===== src/rtl/univ_shift_reg_nres.sv =====
// Universal shift register with an automatic multi-bit shift sequencer.
// All state changes on the falling edge of clk. n_res is a synchronous,
// active-low reset sampled on that same edge.
//
// state | meaning
// IDLE  | manual operation; a start with a shift mode begins a sequence
// RUN   | applying run_mode once per enabled edge until cnt reaches zero
module univ_shift_reg_nres #(
  parameter  int WIDTH = 8,
  localparam int CNT_W = $clog2(WIDTH + 1)
) (
  input  logic             clk,
  input  logic             n_res,
  input  logic             en,
  input  logic [2:0]       mode,
  input  logic [WIDTH-1:0] d_in,
  input  logic             ser_in,
  input  logic             start,
  input  logic [CNT_W-1:0] amount,
  output logic [WIDTH-1:0] q_out,
  output logic             ser_out,
  output logic             busy,
  output logic             done
);

  typedef enum logic {
    IDLE = 1'b0,
    RUN  = 1'b1
  } state_t;

  localparam logic [2:0] M_HOLD  = 3'd0;
  localparam logic [2:0] M_LOAD  = 3'd1;
  localparam logic [2:0] M_SHL   = 3'd2;
  localparam logic [2:0] M_SHR   = 3'd3;
  localparam logic [2:0] M_ROL   = 3'd4;
  localparam logic [2:0] M_ROR   = 3'd5;
  localparam logic [2:0] M_ASR   = 3'd6;
  localparam logic [2:0] M_CLEAR = 3'd7;

  state_t           state_q, state_d;
  logic [WIDTH-1:0] q_reg, q_d;
  logic [CNT_W-1:0] cnt_q, cnt_d;
  logic [2:0]       run_mode_q, run_mode_d;
  logic             done_q, done_d;
  logic             is_shift;
  logic [2:0]       active_mode;

  // One register update for the given operation
  function automatic logic [WIDTH-1:0] apply_op(input logic [2:0]       m,
                                                input logic [WIDTH-1:0] v,
                                                input logic [WIDTH-1:0] d,
                                                input logic             s);
    logic [WIDTH-1:0] r;
    r = v;
    case (m)
      M_HOLD:  r = v;
      M_LOAD:  r = d;
      M_SHL:   r = {v[WIDTH-2:0], s};
      M_SHR:   r = {s, v[WIDTH-1:1]};
      M_ROL:   r = {v[WIDTH-2:0], v[WIDTH-1]};
      M_ROR:   r = {v[0], v[WIDTH-1:1]};
      M_ASR:   r = {v[WIDTH-1], v[WIDTH-1:1]};
      M_CLEAR: r = '0;
      default: r = v;
    endcase
    return r;
  endfunction

  assign is_shift = (mode >= M_SHL) && (mode <= M_ASR);

  // Next-state, register data, counter and done-pulse logic
  always_comb begin
    state_d    = state_q;
    q_d        = q_reg;
    cnt_d      = cnt_q;
    run_mode_d = run_mode_q;
    done_d     = 1'b0;
    case (state_q)
      IDLE: begin
        if (en) begin
          if (start && is_shift) begin
            if (amount == '0) begin
              done_d = 1'b1;
            end else begin
              state_d    = RUN;
              cnt_d      = amount;
              run_mode_d = mode;
            end
          end else begin
            q_d = apply_op(mode, q_reg, d_in, ser_in);
          end
        end
      end
      RUN: begin
        if (en) begin
          q_d   = apply_op(run_mode_q, q_reg, d_in, ser_in);
          cnt_d = cnt_q - 1'b1;
          if (cnt_q == CNT_W'(1)) begin
            state_d = IDLE;
            done_d  = 1'b1;
          end
        end
      end
      default: state_d = IDLE;
    endcase
  end

  // Falling-edge state register with synchronous active-low reset
  always_ff @(negedge clk) begin
    if (!n_res) begin
      state_q    <= IDLE;
      q_reg      <= '0;
      cnt_q      <= '0;
      run_mode_q <= M_HOLD;
      done_q     <= 1'b0;
    end else begin
      state_q    <= state_d;
      q_reg      <= q_d;
      cnt_q      <= cnt_d;
      run_mode_q <= run_mode_d;
      done_q     <= done_d;
    end
  end

  // The bit the active shift direction would expel next
  always_comb begin
    active_mode = (state_q == RUN) ? run_mode_q : mode;
    ser_out     = ((active_mode == M_SHL) || (active_mode == M_ROL)) ?
                  q_reg[WIDTH-1] : q_reg[0];
  end

  assign q_out = q_reg;
  assign busy  = (state_q == RUN);
  assign done  = done_q;

endmodule


===== config.mk =====
export PLATFORM = sky130hd
export DESIGN_NAME = univ_shift_reg_nres
export DESIGN_NICKNAME = d
export VERILOG_FILES = /design/src/rtl/univ_shift_reg_nres.sv
export SDC_FILE = /design/constraint.sdc
export NUM_CORES = 1
export LEC_CHECK = 0
export CORE_MARGIN = 2
export CORE_UTILIZATION = 25
export CTS_BUF_LIST = sky130_fd_sc_hd__clkbuf_2
export DETAILED_ROUTE_END_ITERATION = 12
export DONT_BUFFER_PORTS = 1
export MAX_ROUTING_LAYER = met4
export PLACE_DENSITY = 0.5
export SLEW_MARGIN = 25
export SYNTH_ARGS = -nofsm -noshare
export SYNTH_HDL_FRONTEND = slang
export SYNTH_SLANG_ARGS = --single-unit

===== constraint.sdc =====
create_clock -name clk -period 2 [get_ports clk]
set_input_delay 0.4 -clock clk [delete_from_list [all_inputs] [get_ports clk]]
set_output_delay 0.4 -clock clk [all_outputs]
set_load 0.01 [all_outputs]

==> results of run 1 <==
cells by family (layout without fill, tap and decap cells):
| kind of cell | after synthesis | count (layout) |
|---|---|---|
| AOI/OAI and AO/OA | 69 | 69 |
| muxes | 18 | 18 |
| xor gates and xnor gates | 6 | 6 |
| adders and majority gates | 2 | 2 |
| DFF | 17 | 17 |
| buffers and inverters | 28 | 55 |
| and+or+nand+nor | 76 | 76 |
worst register-to-register path, delay by kind of cell, from the launching register on:
| family | cells | cell delay, ps |
|---|---|---|
| DFF | 1 | 360 |
| and+or+nand+nor | 2 | 230 |
| AOI/OAI and AO/OA | 2 | 460 |
| buffers and inverters | 2 | 530 |
cell usage after synthesis (all sizes together) (2+ instances only):
cell / number
nand3: 7
a221oi: 4
o31ai: 4
inv: 6
a311oi: 4
dfxtp: 17
o22ai: 4
clkbuf: 4
a32o: 4
o21ai: 9
a21oi: 16
xnor2: 4
nand3b: 6
nand2: 20
nor3b: 2
xor2: 2
a31oi: 3
ha: 2
a211oi: 5
o2111ai: 2
nor2: 15
mux2: 5
and3b: 2
mux2i: 13
a211o: 5
buf: 17
nor2b: 2
o211ai: 3
nand2b: 13
nor3: 5
power groups by stage:
stage               Sequential, µW  Combinational [µW]  Clock (µW)
floorplan                      411                 305        55.1
global placement               396                 382        55.1
detailed placement             397                 384        55.1
CTS                            392                 434         461
global route                   397                 505         491
finish                         393                 461         443
worst max-delay path by stage:
| stage | startpoint | to | slack, ps | cells after the start |
|---|---|---|---|---|
| after floorplan | run_mode_q[2] | ser_out | -610 | 5 |
| after CTS | busy | ser_out | -860 | 3 |
| after global placement | run_mode_q[1] | ser_out | -490 | 3 |
| final | busy | ser_out | -860 | 3 |
| after detailed placement | run_mode_q[1] | ser_out | -480 | 3 |
| after global routing | run_mode_q[1] | ser_out | -910 | 3 |
per-stage QoR:
stage,total power [µW],utilization [%],hold slack (ps)
after detailed placement,836,29.6,485
final,1300,34.3,504
after CTS,1290,33.1,495
after floorplan,772,-,459
after global routing,1390,34.3,529
after global placement,833,29.6,488
cell type report:
type	count	area share, %
Clock buffer	3	0.678
Clock inverter	18	4.23
Inverter	6	1.02
Multi-Input combinational cell	171	61.3
Sequential cell	17	16.2
Tap cell	77	4.35
Timing Repair Buffer	28	12.3
state kept, by name, summed over array words and instances, names as in the netlist:
signal,cells
busy,1
q_out,8
done,1
run_mode_q,3
cnt_q,4
what timing repair did:
| action | in CTS | in global routing |
|---|---|---|
| resized for setup | 21 | 14 |
| gates cloned | 1 | 0 |
| pin swaps | 9 | 5 |
| endpoints found under the setup margin | 22 | 22 |
| buffers inserted | 3 | 1 |
layer usage:
layer	wire length, µm	track usage (%)
met1	2230	17.6
met2	2470	23.5
met3	442	4.57
met4	29	5.11
met5	0	-
==> flow_summary.toml, run 1 <==
[power]
p_sw_uw = 475
pwr-share-clk_pct = 34.2
seq_power_share_pct = 30.3
peakVddDrop_v = 0.000249
cellPowerDensity_nw_per_um2 = 586
p_leak_uw = 0.000849
combPwrFrac_pct = 35.6
netSwitchingFraction_pct = 36.6
p_int_uw = 822

[placed_design]
placed_area_um2 = 1910
globalplace.congestion = 0.797
place_ws_ps = -481
dp_hpwl_um = 3410
io_buffer_count = 0
place_inst = 296

[synth]
synthAdderAreaFrac_pct = 1.48
yosys_most_used_dff = "dfxtp_1"
synthSimpleGateAreaFrac_pct = 24.0
async_flop_share_pct = 0
yosysUniqueCellTypes = 52
syn-num-nets = 238
netlist_area_um2 = 1690
ys_warn_count = 0
synth_top_family_by_area = "compound AO/OA/AOI/OAI gates"
synth-edff-count = 0
yosysTopAreaCell = "dfxtp_1"
synth_xor_area_share_pct = 3.55
avgSynthCellArea_um2 = 7.83
synthMuxAreaShare_pct = 11.0
synth_top_area_share_pct = 20.1
synth_seq_cells = 17
yosysSeqAreaShare_pct = 20.1
yosys-top-cells-area = "dfxtp_1, mux2i_1, nand2b_1"
synth_compound_area_share_pct = 30.2
syn_inst = 216

[timing]
skew_ps = 13.8
hold_violations = 0
fin_ws_ps = -856
worst_slew_pin_slew_ps = 367
setup_violations = 21
relSlewSlack_pct = 75.4
fin_tns_setup_ps = -3100
finalMaxSlewViolations = 0
rsz0062_at_grt = "true"

[critical_path]
critPathTopFamily = "flip-flops"
cp_cell_sequence = "nor2b_1 -> a22oi_2 -> mux2_4"
timing.critical_path.buf_inv = 0
worstRegToRegCells = 6
cp_data_arrival_time_ps = 2460
rrSetupSlack_ps = 350
slowest_stage = "dfxtp_4"
cp-end-kind = "output port"
max_stage_delay_ps = 340
required_ps = 1600
critPathMaxFanout = 3
worstSetupStartpointType = "flop"
regToRegStartpoint = "run_mode_q[2]"
timing.rr.end = "q_out[1]"
timing_worst_setup_path_type = "reg2out"

[final_layout]
nFillCells = 679
stdcell_area_um2 = 2220
drive_gt1_share_pct = 32.9
layout_common_cells = "inv_1, buf_4, nand2_1"
seq_area_um2 = 359
fin_cells = 320
area_growth_pct = 31.1
multi_input_area_um2 = 1360
nNetsFinal = 266
n_antenna_cell = 0

[routing]
wl_um = 5170
drc = 0
vias_per_cell = 5.43
drtPass1Iterations = 6
wl_per_cell_um = 16.2
vias = 1738
drtIter0Drc = 92
final_antenna_net_count = 0

[clock_network]
cts.sinks = 17
cts_max_level = 1
clk_transition_reported_paths_ps = 60
clk_path_buf_depth = 2
cts_tree = "built"
cts_root_buffer = "clkbuf_2"
ctsHoldBuffers = 0
clk_latency_ps = 390
cts-buffers-inserted = 3

[grt]
grt_pass1_vias = 1682
gr-total-overflow = 0
antenna_found_initial = 0
grt_first_pass_wirelength_um = 8470
grt_use_total_pct = 14.7
grt_max_degree = 27

[floorplan]
num_rows = 29
dieArea_um2 = 7440
die_w_um = 86.2
pin_count = 31
core_region_area_um2 = 6460
fp.dieH_um = 86.2
initial_core_util_pct = 26.2

[run]
cap_violations = 0

[hold_path]
holdPathStages = 2
min_to = "cnt_q[2]"
hp-start = "cnt_q[2]"
hold_class = "reg2reg"

[run_status]
violations = "negative setup slack"
status = "finished with violations"
(Power assumes the default switching activity.)
==> run 2: changes to the inputs <==
CORE_MARGIN = default   (was 2)
==> flow_summary.toml, run 2 (synthesis gave the netlist of run 1 again) <==
[run_status]
status = "finished with violations"
violations = "design-rule violations, negative setup slack"

[clock_network]
cts.sinks = 17
cts_tree = "built"
clk_latency_ps = 420
clk_path_buf_depth = 2
cts_max_level = 1
ctsHoldBuffers = 0
cts_root_buffer = "clkbuf_2"
clk_transition_reported_paths_ps = 60
cts-buffers-inserted = 3

[floorplan]
num_rows = 29
dieArea_um2 = 7090
fp.dieH_um = 84.2
die_w_um = 84.2
initial_core_util_pct = 26.3
pin_count = 31
core_region_area_um2 = 6420

[placed_design]
place_ws_ps = -458
globalplace.congestion = 0.761
dp_hpwl_um = 3480
io_buffer_count = 0

[power]
p_leak_uw = 0.000808
peakVddDrop_v = 0.000219
cellPowerDensity_nw_per_um2 = 544

[critical_path]
rrSetupSlack_ps = 240
max_stage_delay_ps = 340
critPathMaxFanout = 2
required_ps = 1600
worstRegToRegCells = 6
crit_end = "ser_out"
worstSetupStartpointType = "flop"
cp_data_arrival_time_ps = 2480
worst-path-stages = 3
regToRegStartpoint = "run_mode_q[2]"
cp_cell_sequence = "xor2_2 -> a22oi_2 -> mux2_4"
timing_worst_setup_path_type = "reg2out"
timing.rr.end = "q_out[0]"
timing.critical_path.buf_inv = 0
startpoint = "run_mode_q[1]"
critPathTopFamily = "flip-flops"
slowest_stage = "dfxtp_2"
cp-end-kind = "output port"

[timing]
relSlewSlack_pct = 78.4
fin_ws_ps = -885
setup_violations = 18
hold_violations = 0
rsz0062_at_grt = "true"
worst_slew_pin_slew_ps = 322
finalMaxSlewViolations = 0
holdWs_ps = 515
skew_ps = 34.5

[final_layout]
final_core_util_pct = 33.3
nNetsFinal = 263
nFillCells = 662
area_growth_pct = 26.5
final_common_cell = "inv_1"
n_antenna_cell = 0
drive_gt1_share_pct = 32.5
layout_common_cells = "inv_1, buf_4, nand2_1"
largest_reg_flops = 8

[routing]
drtPass1Iterations = 8
vias = 1741
vias_per_cell = 5.49
wl_um = 5310
final_antenna_net_count = 0
drc = 2
wl_per_cell_um = 16.7
drtIter0Drc = 62

[grt]
grt_first_pass_wirelength_um = 8100
grt_pass1_vias = 1593
antenna_found_initial = 0
grt_use_total_pct = 14.7
gr-total-overflow = 0
grt_max_degree = 27

[run]
cap_violations = 0

[hold_path]
hold_class = "reg2reg"
[run 2: cell types whose count changed in the layout (fill, tap and decap cells not counted), sizes merged]
cell,before,now
clkinv,1,2
bufbuf,1,0
buf,27,25
bufinv,1,0
[run 2: what timing repair did]
item / 4_1_cts / 5_1_grt
setup endpoints to repair: 13 / 19
endpoints found under the hold margin: 0 / 0
resized for setup: 13 / 23
setup buffers: 0 / 2
cloned: 0 / 1
pin swaps: 1 / 7
[run 2: power breakdown]
part	switching [µW]	internal (µW)	total (µW)
combinational	222	212	433
sequential	26.4	368	394
clock	241	95.1	336
total	489	675	1160
[run 2: layout make-up]
class	instances	area, µm²	share of cell area (%)
well taps	77	96.3	4.51
multi-input cells	171	1360	63.7
clock inverters	18	72.6	3.39
clock buffers	3	15.0	0.702
inverters	6	22.5	1.05
repair buffers	25	209	9.77
flip-flops and latches	17	362	16.9
[run 2: worst min path at each step]
stage | depth (start not counted) | to | start
finish | 2 | cnt_q[2] | cnt_q[2]
global route | 2 | cnt_q[2] | cnt_q[2]
CTS | 2 | cnt_q[2] | cnt_q[2]
detailed placement | 2 | cnt_q[2] | cnt_q[2]
global placement | 2 | cnt_q[2] | cnt_q[2]
floorplan | 2 | cnt_q[2] | cnt_q[2]
[run 2: through the flow]
| stage | TNS (ps) | total power, µW | cells | area, µm² |
|---|---|---|---|---|
| floorplan | -6800 | 772 | 216 | 1810 |
| CTS | -3170 | 1130 | 314 | 2000 |
| global route | -3780 | 1250 | 317 | 2140 |
| global placement | -6860 | 834 | 294 | 1900 |
| finish | -3130 | 1160 | 317 | 2140 |
| detailed placement | -6840 | 833 | 294 | 1900 |
[run 2: tightest hold or removal path: stages, from the launching register on]
cell and delay (ps):
dfxtp_1 350, nand3_2 70, a21oi_1 50
[run 2: layer usage]
layer	global-route usage [%]	vias up	part of all wire, %
met4	5.96	0	1.5
met2	23.8	49	49
met3	4.42	10	5.5
met1	17.0	837	44
met5	-	-	0
li1	-	845	-
==> run 3: changes to the inputs <==
clock period = 3.64 ns   (was 2 ns; I/O delays follow)
==> flow_summary.toml, run 3 (synthesis gave the netlist of run 1 again) <==
[timing]
rsz0062_at_grt = "true"
setup_violations = 1
relSlewSlack_pct = 72.2
fin_tns_setup_ps = -330
fin_ws_ps = -330
hold_violations = 0
finalMaxSlewViolations = 0
worst_slew_pin_slew_ps = 416
skew_ps = 30.5

[clock_network]
cts_root_buffer = "clkbuf_2"
cts_setup_buffers = 0
ctsHoldBuffers = 0
clk_latency_ps = 400
cts-buffers-inserted = 3
cts_tree = "built"
cts.sinks = 17
cts_max_level = 1
clk_path_buf_depth = 2
clk_transition_reported_paths_ps = 50

[routing]
wl_um = 4920
vias_per_cell = 5.54
vias = 1705
drtPass1Iterations = 9
final_antenna_net_count = 0
drtIter0Drc = 140
wl_per_cell_um = 16.0
drc = 2

[hold_path]
hold_class = "reg2reg"

[floorplan]
pin_count = 31
initial_core_util_pct = 26.3
core_region_area_um2 = 6420
num_rows = 29
dieArea_um2 = 7090
die_w_um = 84.2
fp.dieH_um = 84.2

[final_layout]
nFillCells = 688
largest_reg_flops = 8
drive_gt1_share_pct = 18.2
final_common_cell = "inv_1"
nNetsFinal = 254
area_growth_pct = 13.8
layout_common_cells = "inv_1, nand2_1, a21oi_1, buf_4"
stdcell_area_um2 = 1920
n_antenna_cell = 0
multi_input_area_um2 = 1220
seq_area_um2 = 344

[grt]
grt_first_pass_wirelength_um = 8190
grt_pass1_vias = 1636
antenna_found_initial = 0
grt_use_total_pct = 14.8
gr-total-overflow = 0
grt_max_degree = 33

[placed_design]
io_buffer_count = 0
globalplace.congestion = 0.805
placed_area_um2 = 1780
dp_hpwl_um = 3420

[run_status]
status = "finished with violations"
violations = "design-rule violations, negative setup slack"

[power]
cellPowerDensity_nw_per_um2 = 342
peakVddDrop_v = 0.000120
p_leak_uw = 0.000735

[critical_path]
timing_worst_setup_path_type = "reg2out"
required_ps = 2910
critPathMaxFanout = 2
cp-end-kind = "output port"
cp_data_arrival_time_ps = 3240
rrSetupSlack_ps = 2000
worstSetupStartpointType = "flop"

[run]
cap_violations = 0
run 3: cell count changes in the layout (fill, tap and decap cells not counted), sizes merged:
cell    delta
buf        -9
bufinv     +1
clkinv     -1
run 3: where the power goes:
part           internal [µW]  leakage (µW)  switching (µW)
registers                201      0.000140            18.0
logic                   95.1      0.000478             104
clock network            119      0.000117             120
total                    416      0.000735             242
run 3: final cells by class:
class,count,area share (%)
Tap cell,77,5.01
Sequential cell,17,17.9
Clock buffer,3,0.780
Inverter,6,1.17
Timing Repair Buffer,16,6.89
Clock inverter,18,4.88
Multi-Input combinational cell,171,63.4
run 3: final timing paths:
kind | from | endpoint | cells past startpoint
max reg2reg | run_mode_q[2] | q_out[0] | 6
max | run_mode_q[2] | ser_out | 3
min | cnt_q[2] | cnt_q[2] | 2
min reg2reg | cnt_q[2] | cnt_q[2] | 2
run 3: per-stage QoR:
| stage | hold slack [ps] | power [µW] | util, % | std cells | setup slack (ps) |
|---|---|---|---|---|---|
| after detailed placement | 498 | 445 | 27.8 | 288 | -5.03 |
| after global placement | 505 | 445 | 27.8 | 288 | -26.6 |
| final | 506 | 658 | 30.0 | 308 | -330 |
| after global routing | 537 | 720 | 30.0 | 308 | -423 |
| after floorplan | 468 | 413 | - | 216 | -120 |
| after CTS | 507 | 664 | 29.7 | 308 | -382 |
run 3: critical path, cell delays in order, from the launching register on:
cell and delay, ps:
dfxtp_2 330, xor2_2 180, a22oi_2 180, mux2_4 340
run 3: per-layer routing:
| layer | routed length [µm] | GRT usage, % |
|---|---|---|
| met1 | 2230 | 18.1 |
| met2 | 2220 | 21.5 |
| met3 | 454 | 6.59 |
| met4 | 14 | 4.55 |
| met5 | 0 | - |
run 3: what timing repair did:
item | in CTS | in global routing
endpoints found under the setup margin | 2 | 2
gates cloned | 0 | 0
pin swaps | 1 | 2
resized for setup | 4 | 6
